`src/rtl/memory1_stage_pkg.sv`:
```
// Shared types for the first memory stage: stage payloads, D-cache request,
// access size encoding and the alignment exception code.
package memory1_stage_pkg;

    localparam logic [5:0] ECODE_ALE = 6'h09;

    typedef enum logic [1:0] {
        BYTE = 2'd0,
        HALF = 2'd1,
        WORD = 2'd2
    } byte_type_t;

    typedef struct packed {
        logic        valid;
        logic [31:0] pc;
        logic [4:0]  rd;
        logic        is_wr_rd;
        logic        is_wr_rd_pc_plus4;
        logic [31:0] pc_plus4;
        logic [31:0] ex_out;
        logic [31:0] rkd;
        logic        is_mem;
        logic        is_store;
        logic        is_signed;
        logic        is_cac;
        byte_type_t  byte_type;
        logic        csr_we;
        logic [13:0] csr_num;
        logic [31:0] csr_wdata;
        logic [2:0]  tlb_op;
        logic        is_ertn;
    } execute_memory1_pass_t;

    typedef struct packed {
        logic        valid;
        logic [5:0]  ecode;
        logic [8:0]  esubcode;
        logic [31:0] badv;
    } excp_pass_t;

    typedef struct packed {
        logic        valid;
        logic [31:0] pc;
        logic [4:0]  rd;
        logic        is_wr_rd;
        logic        is_wr_rd_pc_plus4;
        logic [31:0] pc_plus4;
        logic [31:0] ex_out;
        logic        is_mem;
        logic        is_store;
        logic        is_signed;
        byte_type_t  byte_type;
        logic [1:0]  addr_lo;
        logic        csr_we;
        logic [13:0] csr_num;
        logic [31:0] csr_wdata;
        logic [2:0]  tlb_op;
        logic        is_ertn;
        logic        mem_issued;
    } memory1_memory2_pass_t;

    typedef struct packed {
        logic        valid;
        logic [4:0]  idx;
        logic        data_valid;
        logic [31:0] data;
    } forward_req_t;

    typedef struct packed {
        logic        valid;
        logic [31:0] addr;
        logic        is_store;
        logic [3:0]  wstrb;
        logic [31:0] wdata;
        logic        is_cac;
    } dcache_req_t;

endpackage

```
`src/rtl/memory1_stage_mem_align.sv`:
```
// Access-size decode: byte strobe, lane-replicated store data and the
// misalignment flag. Pure combinational; memory2 uses the same lane encoding.
module mem_align
    import memory1_stage_pkg::*;
(
    input  byte_type_t  byte_type,
    input  logic [1:0]  addr_lo,
    input  logic [31:0] rkd,
    output logic [3:0]  wstrb,
    output logic [31:0] wdata,
    output logic        misaligned
);

    // Decode strobe/data/alignment from size and low address bits.
    always_comb begin
        wstrb      = 4'b1111;
        wdata      = rkd;
        misaligned = |addr_lo;
        case (byte_type)
            BYTE: begin
                wstrb      = 4'b0001 << addr_lo;
                wdata      = {4{rkd[7:0]}};
                misaligned = 1'b0;
            end
            HALF: begin
                wstrb      = 4'b0011 << addr_lo;
                wdata      = {2{rkd[15:0]}};
                misaligned = addr_lo[0];
            end
            default: begin
                wstrb      = 4'b1111;
                wdata      = rkd;
                misaligned = |addr_lo;
            end
        endcase
    end

endmodule

```
`src/rtl/memory1_stage.sv`:
```
// First memory stage: stage register, alignment check, D-cache request
// issue over valid/ready, single-issue tracking under downstream stall,
// and the forwarding source for decode.
module memory1_stage
    import memory1_stage_pkg::*;
#(
    parameter int         ADDR_W    = 32,
    parameter logic [5:0] ECODE_ALE = memory1_stage_pkg::ECODE_ALE
) (
    input  logic                  clk,
    input  logic                  rst,
    input  logic                  flush_i,
    input  logic                  stall_i,
    output logic                  stall_o,
    input  execute_memory1_pass_t pass_in,
    input  excp_pass_t            excp_pass_in,
    output memory1_memory2_pass_t pass_out,
    output excp_pass_t            excp_pass_out,
    output forward_req_t          fwd_req,
    output dcache_req_t           dc_req,
    input  logic                  dc_ready
);

    execute_memory1_pass_t pass_in_r;
    excp_pass_t            excp_pass_in_r;
    logic                  issued;

    logic [ADDR_W-1:0] addr;
    logic [3:0]        wstrb;
    logic [31:0]       wdata;
    logic              misaligned;
    logic              ale;
    logic              any_excp;
    logic              mem_do;
    logic              req_valid;
    logic              handshake;
    logic              dc_wait;

    assign addr = pass_in_r.ex_out[ADDR_W-1:0];

    mem_align u_mem_align (
        .byte_type  (pass_in_r.byte_type),
        .addr_lo    (addr[1:0]),
        .rkd        (pass_in_r.rkd),
        .wstrb      (wstrb),
        .wdata      (wdata),
        .misaligned (misaligned)
    );

    // An exception from an earlier stage masks the alignment check.
    assign ale       = pass_in_r.valid & pass_in_r.is_mem & ~excp_pass_in_r.valid & misaligned;
    assign any_excp  = excp_pass_in_r.valid | ale;
    assign mem_do    = pass_in_r.valid & pass_in_r.is_mem & ~any_excp;
    assign req_valid = mem_do & ~issued;
    assign handshake = req_valid & dc_ready;
    assign dc_wait   = req_valid & ~dc_ready;
    assign stall_o   = stall_i | dc_wait;

    // Stage register; fully cleared on reset so every output reads zero,
    // only the valid bits are dropped on flush.
    always_ff @(posedge clk) begin
        if (rst) begin
            pass_in_r      <= '0;
            excp_pass_in_r <= '0;
        end else if (flush_i) begin
            pass_in_r.valid      <= 1'b0;
            excp_pass_in_r.valid <= 1'b0;
        end else if (!stall_o) begin
            pass_in_r      <= pass_in;
            excp_pass_in_r <= excp_pass_in;
        end
    end

    // Remember an accepted request while memory2 holds the stage so it is
    // never sent twice.
    always_ff @(posedge clk) begin
        if (rst || flush_i || !stall_o) begin
            issued <= 1'b0;
        end else if (handshake) begin
            issued <= 1'b1;
        end
    end

    // D-cache request; payload held at zero while the stage is empty.
    always_comb begin
        dc_req = '0;
        if (pass_in_r.valid) begin
            dc_req.addr     = 32'(addr);
            dc_req.is_store = pass_in_r.is_store;
            dc_req.wstrb    = wstrb;
            dc_req.wdata    = wdata;
            dc_req.is_cac   = pass_in_r.is_cac;
        end
        dc_req.valid = req_valid;
    end

    // Payload and exception info towards memory2.
    always_comb begin
        pass_out                   = '0;
        pass_out.valid             = pass_in_r.valid & ~stall_o;
        pass_out.pc                = pass_in_r.pc;
        pass_out.rd                = pass_in_r.rd;
        pass_out.is_wr_rd          = pass_in_r.is_wr_rd;
        pass_out.is_wr_rd_pc_plus4 = pass_in_r.is_wr_rd_pc_plus4;
        pass_out.pc_plus4          = pass_in_r.pc_plus4;
        pass_out.ex_out            = pass_in_r.ex_out;
        pass_out.is_mem            = pass_in_r.is_mem;
        pass_out.is_store          = pass_in_r.is_store;
        pass_out.is_signed         = pass_in_r.is_signed;
        pass_out.byte_type         = pass_in_r.byte_type;
        pass_out.addr_lo           = addr[1:0];
        pass_out.csr_we            = pass_in_r.csr_we;
        pass_out.csr_num           = pass_in_r.csr_num;
        pass_out.csr_wdata         = pass_in_r.csr_wdata;
        pass_out.tlb_op            = pass_in_r.tlb_op;
        pass_out.is_ertn           = pass_in_r.is_ertn;
        pass_out.mem_issued        = issued | handshake;

        excp_pass_out = excp_pass_in_r;
        if (ale) begin
            excp_pass_out.valid    = 1'b1;
            excp_pass_out.ecode    = ECODE_ALE;
            excp_pass_out.esubcode = '0;
            excp_pass_out.badv     = 32'(addr);
        end
        excp_pass_out.valid = excp_pass_out.valid & pass_out.valid;
    end

    // Forwarding source; loads cannot supply data until memory2.
    always_comb begin
        fwd_req            = '0;
        fwd_req.valid      = pass_in_r.valid & pass_in_r.is_wr_rd & (pass_in_r.rd != 5'd0) & ~any_excp;
        fwd_req.idx        = pass_in_r.rd;
        fwd_req.data_valid = pass_in_r.valid & ~(pass_in_r.is_mem & ~pass_in_r.is_store);
        fwd_req.data       = pass_in_r.is_wr_rd_pc_plus4 ? pass_in_r.pc_plus4 : pass_in_r.ex_out;
    end

endmodule

```
`config.mk`:
```
export PLATFORM = sky130hd
export DESIGN_NAME = memory1_stage
export DESIGN_NICKNAME = d
export VERILOG_FILES = /design/src/rtl/memory1_stage_pkg.sv /design/src/rtl/memory1_stage_mem_align.sv /design/src/rtl/memory1_stage.sv
export SDC_FILE = /design/constraint.sdc
export NUM_CORES = 1
export LEC_CHECK = 0
export ABC_CLOCK_PERIOD_IN_PS = 2800
export CAP_MARGIN = 20
export CORE_AREA = 4 4 217 219
export DETAILED_ROUTE_END_ITERATION = 10
export DIE_AREA = 0 0 221 223
export SLEW_MARGIN = 20
export SYNTH_ARGS = -nofsm -noshare
export SYNTH_HDL_FRONTEND = slang
export SYNTH_SLANG_ARGS = --single-unit
```
`constraint.sdc`:
```
create_clock -name clk -period 2.8 [get_ports clk]
set_input_delay 0.28 -clock clk [delete_from_list [all_inputs] [get_ports clk]]
set_output_delay 0.28 -clock clk [all_outputs]
set_load 0.01 [all_outputs]
```
==> impl_summary.log, run 1 <==
INFO  metric status = finished clean
INFO  metric syn2layout_area_growth = 43.5%
INFO  metric critical_path_class = flip-flop to output pin
INFO  metric gp_congestion = ~0.80
INFO  metric async_set_or_reset_register_ratio_after_synthesis = 0%
INFO  metric end_kind = output pin
INFO  metric starting_density_of_the_core = a little under a third
INFO  metric postRouteWirelength = around 47,000 um
INFO  metric ys_ff_latch = around 240
INFO  metric design.core.area = 45,100 um2
INFO  metric crit-reg2reg-launch = excp_pass_in_r[47]
INFO  metric layout_commonest_cell = clkdlybuf4s50_1
INFO  metric first_iter_violations = ~410
INFO  metric setup.worst_path.start_class = flip-flop
INFO  metric final-instance-count-excl-fill = 2,449
INFO  metric grtUsageTotal = 17.8%
INFO  metric worstHoldStart = pass_in[192]
INFO  metric synth_ff_type = dfxtp_1
INFO  metric clk_pin_slew = approximately 0.060 ns
INFO  metric p_sw_share = 24.7%
INFO  metric tritoncts = built
INFO  metric yosys_warnings = 0
INFO  metric worstSetupStartpoint = pass_out[58]
INFO  metric die_height = around 220 um
INFO  metric synthesis.area = around 14,000 um2
INFO  metric net-switching-power = approximately 2.3 mW
INFO  metric final_min_period_over_clock_period = 96.3%
INFO  metric seq_power_share = roughly 41%
INFO  metric fill_cells = about 4,400
INFO  metric most-common-layout-cells = 523 x clkdlybuf4s50_1, 478 x nand2b_1, 258 x mux2i_1
INFO  metric finalSetupTns = 0 ns
INFO  metric mean_area_per_synthesized_cell = approximately 9.5 um2
INFO  metric clk_skew = between 0.009 and 0.01 ns
INFO  metric fp.dieArea = between 40,000 and 50,000 um2
INFO  metric drv.max_cap_violation_count = 0
INFO  metric irDropWorstVdd = 0.396 mV
INFO  metric max_freq = 371 MHz
INFO  metric floorplan.io_pins = 568
INFO  metric finalHoldViolCount = 0
INFO  metric power-per-cell-area = 462 nW/um2
INFO  metric detail_route.wl_per_cell = roughly 19 um
INFO  metric fin_area = between 15,000 and 20,000 um2
INFO  metric drtPass1Iterations = 5
INFO  metric clk-insertion-delay-late = ~0.56 ns
INFO  metric synth-edff-count = 0
INFO  metric antenna_left = 0
INFO  metric first_global_vias = 11,162
INFO  metric cts.root.buffer_cell = clkbuf_16
INFO  metric grt_setup_unrepaired = false
INFO  metric die_width = between 200 and 250 um
INFO  metric clk_path_buf_depth = 3
INFO  metric slew_headroom = between 50 and 60%
INFO  metric cell_int_power = approximately 6.9 mW
INFO  metric dpl.cell_count = 2,384
INFO  metric nets = 2,074
INFO  metric drc = 0
INFO  metric drive_gt1_share = under 10%
INFO  metric gr-total-overflow = 0
INFO  metric cell_breakdown_of_the_critical_path = and3b_2, a21boi_4, buf_6, buf_16, buf_4, mux2_2, dlygate4sd2_1
INFO  metric finalSetupViolations = 0
INFO  metric crit_slowest_cell = dfxtp_1
INFO  metric sequential_area_share_after_synthesis = around a third
INFO  metric postSynthCellCount = 1,462
INFO  metric vias = 10,687
INFO  metric synth.lib_cells_used.distinct = 28
INFO  metric h_tree_depth = 1
INFO  metric syn-num-nets = 1,708
INFO  metric required = approximately 2.5 ns
INFO  metric final_max_slew_viol_count = 0
INFO  metric vias_per_cell = roughly 4.4
INFO  metric hp-class = input pin to flip-flop
INFO  metric critPathMaxStageDelay = between 0.3 and 0.4 ns
INFO  metric cts_made_buffers = 31
INFO  metric layout_min_cycle_time = approximately 2.7 ns
INFO  metric crit_arrival = 2.42 ns
INFO  metric grt_pass1_wl = between 60,000 and 70,000 um
INFO  metric cts_num_sinks = between 200 and 250
INFO  metric postPlaceCellArea = roughly 19,000 um2
INFO  metric worst_pin_slew = 0.743 ns
INFO  metric place.detailed.hpwl = ~34,000 um
INFO  metric grt_antenna_before_repair = 4
INFO  metric leakage = 7.64 nW
INFO  metric placementRows = just under 80
INFO  metric clock_power_share = about two fifths
INFO  metric utilization = between 40% and 50%
INFO  metric grt_start_max_net_pins = 132
INFO  metric portBuffers = between 500 and 600
INFO  metric combinationalPowerShare = roughly 17%
INFO  metric critical_path.max_fanout = 10
INFO  metric postCtsHoldBufs = 0
==> metrics by stage <==
stage	hold slack [ns]	setup WS (ns)	power, mW
final	0.280	0.102	9.19
after global routing	0.273	0.00572	9.60
after CTS	0.244	0.0330	9.36
after detailed placement	0.459	0.337	5.47
after global placement	0.452	0.422	5.45
after floorplan	0.422	1.08	4.70
==> cell families after synthesis <==
kind of cell           Yosys count  share of synthesized area (%)
buffers and inverters          275                           13.4
flip-flops                     242                           34.9
AND/OR/NAND/NOR                587                           26.0
AO/OA/AOI/OAI                   36                           1.87
multiplexers                   322                           23.8
==> synthesized netlist by cell type, types with 3 or more instances <==
master	n	area (um2)
a21boi_0	9	67.6
and2_1	51	319
buf_2	8	40.0
buf_4	171	1280
buf_6	24	270
clkbuf_1	69	259
dfxtp_1	242	4840
inv_1	3	11.3
mux2_2	64	721
mux2i_1	258	2580
nand2_1	21	78.8
nand2b_1	478	2990
nor2_1	8	30.0
nor2b_1	22	138
o21a_1	4	30.0
o21ai_0	16	80.1
or2_2	3	18.8
==> critical path, delay by kind of cell, from the launching register on <==
kind,cells,cell delay [ns]
compound gates,1,0.20
flops,1,0.38
simple gates,1,0.22
buf+inv,4,0.75
mux,1,0.32
==> area by class of cell <==
| class | count | area [um2] | area share [%] |
|---|---|---|---|
| Multi-Input combinational cell | 945 | 7190 | 36.1 |
| Timing Repair Buffer | 605 | 6150 | 30.9 |
| Sequential cell | 242 | 4850 | 24.4 |
| Clock buffer | 47 | 886 | 4.45 |
| Tap cell | 600 | 751 | 3.77 |
| Clock inverter | 5 | 75.1 | 0.377 |
| Inverter | 3 | 11.3 | 0.0566 |
| Antenna cell | 2 | 5.00 | 0.0251 |
==> flip-flops by register name, summed over array words and instances (netlist names) <==
name,cells
addr,32
excp_pass_in_r,48
pass_out,122
fwd_req,5
pass_in_r,34
issued,1
==> power by group through the flow <==
stage / clock network [mW] / registers [mW] / logic, mW
floorplan: 0 / 3.78 / 0.920
global placement: 0 / 3.85 / 1.59
detailed placement: 0 / 3.86 / 1.61
CTS: 3.97 / 3.79 / 1.60
global route: 4.10 / 3.80 / 1.70
finish: 3.83 / 3.78 / 1.58
==> worst paths after layout <==
path                        end  slack, ns  cells after the start
max            excp_pass_out[0]       0.10                      7
min              pass_in_r[192]       0.28                      3
max reg2reg       pass_out[131]       0.72                      6
min reg2reg  excp_pass_in_r[32]       0.47                      2
==> per-layer routing <==
layer	routed length, um	part of all wire (%)	GRT usage, %	vias up
met3	3410	7.3	5.37	66
met4	1160	2.5	4.89	4
met1	19500	42	21.5	4974
met2	22500	48	30.9	366
met5	28	0.060	0	-
li1	-	-	-	5277
==> repair_timing <==
| item | CTS | global route |
|---|---|---|
| setup buffers | 6 | 2 |
| setup endpoints to repair | 36 | 15 |
| resized for setup | 40 | 11 |
| cloned | 3 | 0 |
Note: power is estimated with default switching activity, not from simulation.
==> run 2, diff against run 1 <==
SLEW_MARGIN = unset   (was 20)
==> results of run 2 <==
Same layout as run 1: the final DEF is identical, and so are final timing and power.
==> run 3, diff against run 2 <==
GPL_TIMING_DRIVEN = 0   (was unset)
==> impl_summary.log, run 3 (synthesized netlist as in run 1, its figures left out) <==
INFO  metric sequential_cell_area = 4850 um2 (about the same)
INFO  metric final_min_period_over_clock_period = 96.7% (was 96.3%)
INFO  metric finalSetupTns = 0 ns (unchanged)
INFO  metric irDropWorstVdd = 0.436 mV (was 0.396 mV)
INFO  metric worst_pin_slew = 0.981 ns (was 0.743 ns)
INFO  metric worstHoldStart = pass_in[110] (was pass_in[192])
INFO  metric postPlaceCellArea = 20,300 um2 (was 18,800 um2)
INFO  metric postRouteWirelength = 53,900 um (was 46,700 um)
INFO  metric first_iter_violations = 467 (was 407)
INFO  metric critical_path_class = flip-flop to output pin (unchanged)
INFO  metric vias_per_cell = 4.35 (was 4.36)
INFO  metric postCtsHoldBufs = 0 (unchanged)
INFO  metric clk_skew = 0.0177 ns (was 0.00929 ns)
INFO  metric first_global_vias = 12,458 (was 11,162)
INFO  metric design_power_total = 9.57 mW (was 9.19 mW)
INFO  metric drive_gt1_share = 16.3% (was 8.39%)
INFO  metric cts_made_buffers = 30 (was 31)
INFO  metric fin_area = 21,400 um2 (was 19,900 um2)
INFO  metric clk-insertion-delay-late = 0.57 ns (was 0.56 ns)
INFO  metric status = finished clean (unchanged)
INFO  metric cts_num_sinks = 242 (unchanged)
INFO  metric clk_pin_slew = 0.06 ns (about the same)
INFO  metric design.core.area = 45,100 um2 (unchanged)
INFO  metric clk_path_buf_depth = 3 (unchanged)
INFO  metric vias = 11,711 (was 10,687)
INFO  metric critical_path.max_fanout = 10 (unchanged)
INFO  metric most-common-layout-cells = 521 x clkdlybuf4s50_1, 478 x nand2b_1, 258 x mux2i_1 (was 523 x clkdlybuf4s50_1, 478 x nand2b_1, 258 x mux2i_1)
INFO  metric grt_start_max_net_pins = 15 (was 132)
INFO  metric final_max_slew_viol_count = 0 (unchanged)
INFO  metric die_height = 223 um (unchanged)
INFO  metric antenna_left = 0 (unchanged)
INFO  metric cts.root.buffer_cell = clkbuf_16 (unchanged)
INFO  metric fill_cells = 4,331 (was 4,417)
INFO  metric finalSetupViolations = 0 (unchanged)
INFO  metric crit-reg2reg-launch = addr[1] (was excp_pass_in_r[47])
INFO  metric crit_slowest_cell = clkdlybuf4s50_1 (was dfxtp_1)
INFO  metric grt_pass1_wl = 79,800 um (was 69,600 um)
INFO  metric hp-class = input pin to flip-flop (unchanged)
INFO  metric required = 2.52 ns (about the same)
INFO  metric largest_reg_flops = 122 (unchanged)
INFO  metric floorplan.io_pins = 568 (unchanged)
INFO  metric end_kind = output pin (unchanged)
INFO  metric area_of_the_multi_input_gates = 7190 um2 (about the same)
INFO  metric tritoncts = built (unchanged)
INFO  metric crit_arrival = 2.43 ns (was 2.42 ns)
INFO  metric die_width = 221 um (unchanged)
INFO  metric nets = 2,310 (was 2,074)
INFO  metric gr-total-overflow = 0 (unchanged)
INFO  metric drtPass1Iterations = 4 (was 5)
INFO  metric fp.dieArea = 49,300 um2 (unchanged)
INFO  metric portBuffers = 566 (was 567)
INFO  metric place.detailed.hpwl = 42,800 um (was 33,900 um)
INFO  metric worstSetupStartpoint = pass_in_r[192] (was pass_out[58])
INFO  metric syn2layout_area_growth = 54.4% (was 43.5%)
INFO  metric layout_min_cycle_time = 2.71 ns (was 2.70 ns)
INFO  metric critPathMaxStageDelay = 0.68 ns (was 0.38 ns)
INFO  metric drv.max_cap_violation_count = 0 (unchanged)
INFO  metric starting_density_of_the_core = 30.8% (unchanged)
INFO  metric grtUsageTotal = 20.8% (was 17.8%)
INFO  metric grt_antenna_before_repair = 12 (was 4)
INFO  metric power-per-cell-area = 447 nW/um2 (was 462 nW/um2)
INFO  metric slew_headroom = 34.6% (was 50.5%)
INFO  metric drc = 0 (unchanged)
INFO  metric grt_setup_unrepaired = false (unchanged)
INFO  metric max_freq = 369 MHz (was 371 MHz)
INFO  metric setup.worst_path.start_class = flip-flop (unchanged)
INFO  metric h_tree_depth = 1 (unchanged)
INFO  metric leakage = 8.58 nW (was 7.64 nW)
INFO  metric final.hold.worst_slack = 0.276 ns (was 0.280 ns)
INFO  metric gp_congestion = 0.822 (was 0.801)
INFO  metric finalHoldViolCount = 0 (unchanged)
INFO  metric placementRows = 78 (unchanged)
INFO  metric layout_commonest_cell = clkdlybuf4s50_1 (unchanged)
INFO  metric cell_breakdown_of_the_critical_path = clkbuf_1, and2_1, clkdlybuf4s50_1 (was and3b_2, a21boi_4, buf_6, buf_16, buf_4, mux2_2, dlygate4sd2_1)
INFO  metric detail_route.wl_per_cell = 20.0 um (was 19.1 um)
[run 3: cell count changes in the layout (fill, tap and decap cells not counted), moves of 7 or more]
cell,delta
buf_6,+28
dlygate4sd2_1,+9
buf_12,-8
buf_4,+151
dlymetal6s2s_1,-7
clkbuf_1,+56
[run 3: per-stage QoR]
| step | setup WS [ns] | instances | utilization (%) |
|---|---|---|---|
| after global routing | 0.00137 | 2692 | 47.5 |
| after detailed placement | -0.273 | 2628 | 45.0 |
| after global placement | -0.241 | 2628 | 45.0 |
| after CTS | 0.00631 | 2688 | 47.4 |
| final | 0.0913 | 2692 | 47.5 |
| after floorplan | 1.08 | 1462 | - |
[run 3: worst paths after layout]
path                        end  slack, ns  cells past startpoint
hold reg to reg   pass_out[140]       0.47                      2
hold / removal         addr[21]       0.28                      3
setup / recovery     dc_req[66]       0.09                      3
setup reg to reg  pass_in_r[61]       0.86                      8
[run 3: power by group]
group          internal, mW  leakage, nW  switching (mW)
logic                  1.13         6.10           0.706
clock network          2.39        0.499            1.57
registers              3.62         1.98           0.155
total                  7.15         8.58            2.43
[run 3: what timing repair did]
| action | in CTS | in global routing |
|---|---|---|
| resized for setup | 81 | 15 |
| pin swaps | 2 | 1 |
| buffers inserted | 7 | 0 |
| endpoints found under the hold margin | 0 | 0 |
| endpoints found under the setup margin | 141 | 43 |
[run 3: metal layers]
metal | global-route usage [%] | up-vias | share of wire (%)
met5 | 0 | - | 0.17
met3 | 7.49 | 71 | 8.1
met1 | 24.3 | 5515 | 41
met4 | 4.63 | 14 | 2.0
met2 | 36.7 | 359 | 49
li1 | - | 5752 | -
[run 3: critical path, delay by kind of cell (launching register included)]
kind,cells,cell delay (ns)
buffers and inverters,2,1.26
DFF,1,0.38
and+or+nand+nor,1,0.23
[run 3: layout make-up]
class,instances,area share (%)
Timing Repair Buffer,573,26.6
Antenna cell,4,0.0467
Buffer,269,8.92
Clock inverter,9,0.461
Inverter,3,0.0526
Sequential cell,242,22.6
Clock buffer,47,4.23
Tap cell,600,3.50
Multi-Input combinational cell,945,33.5
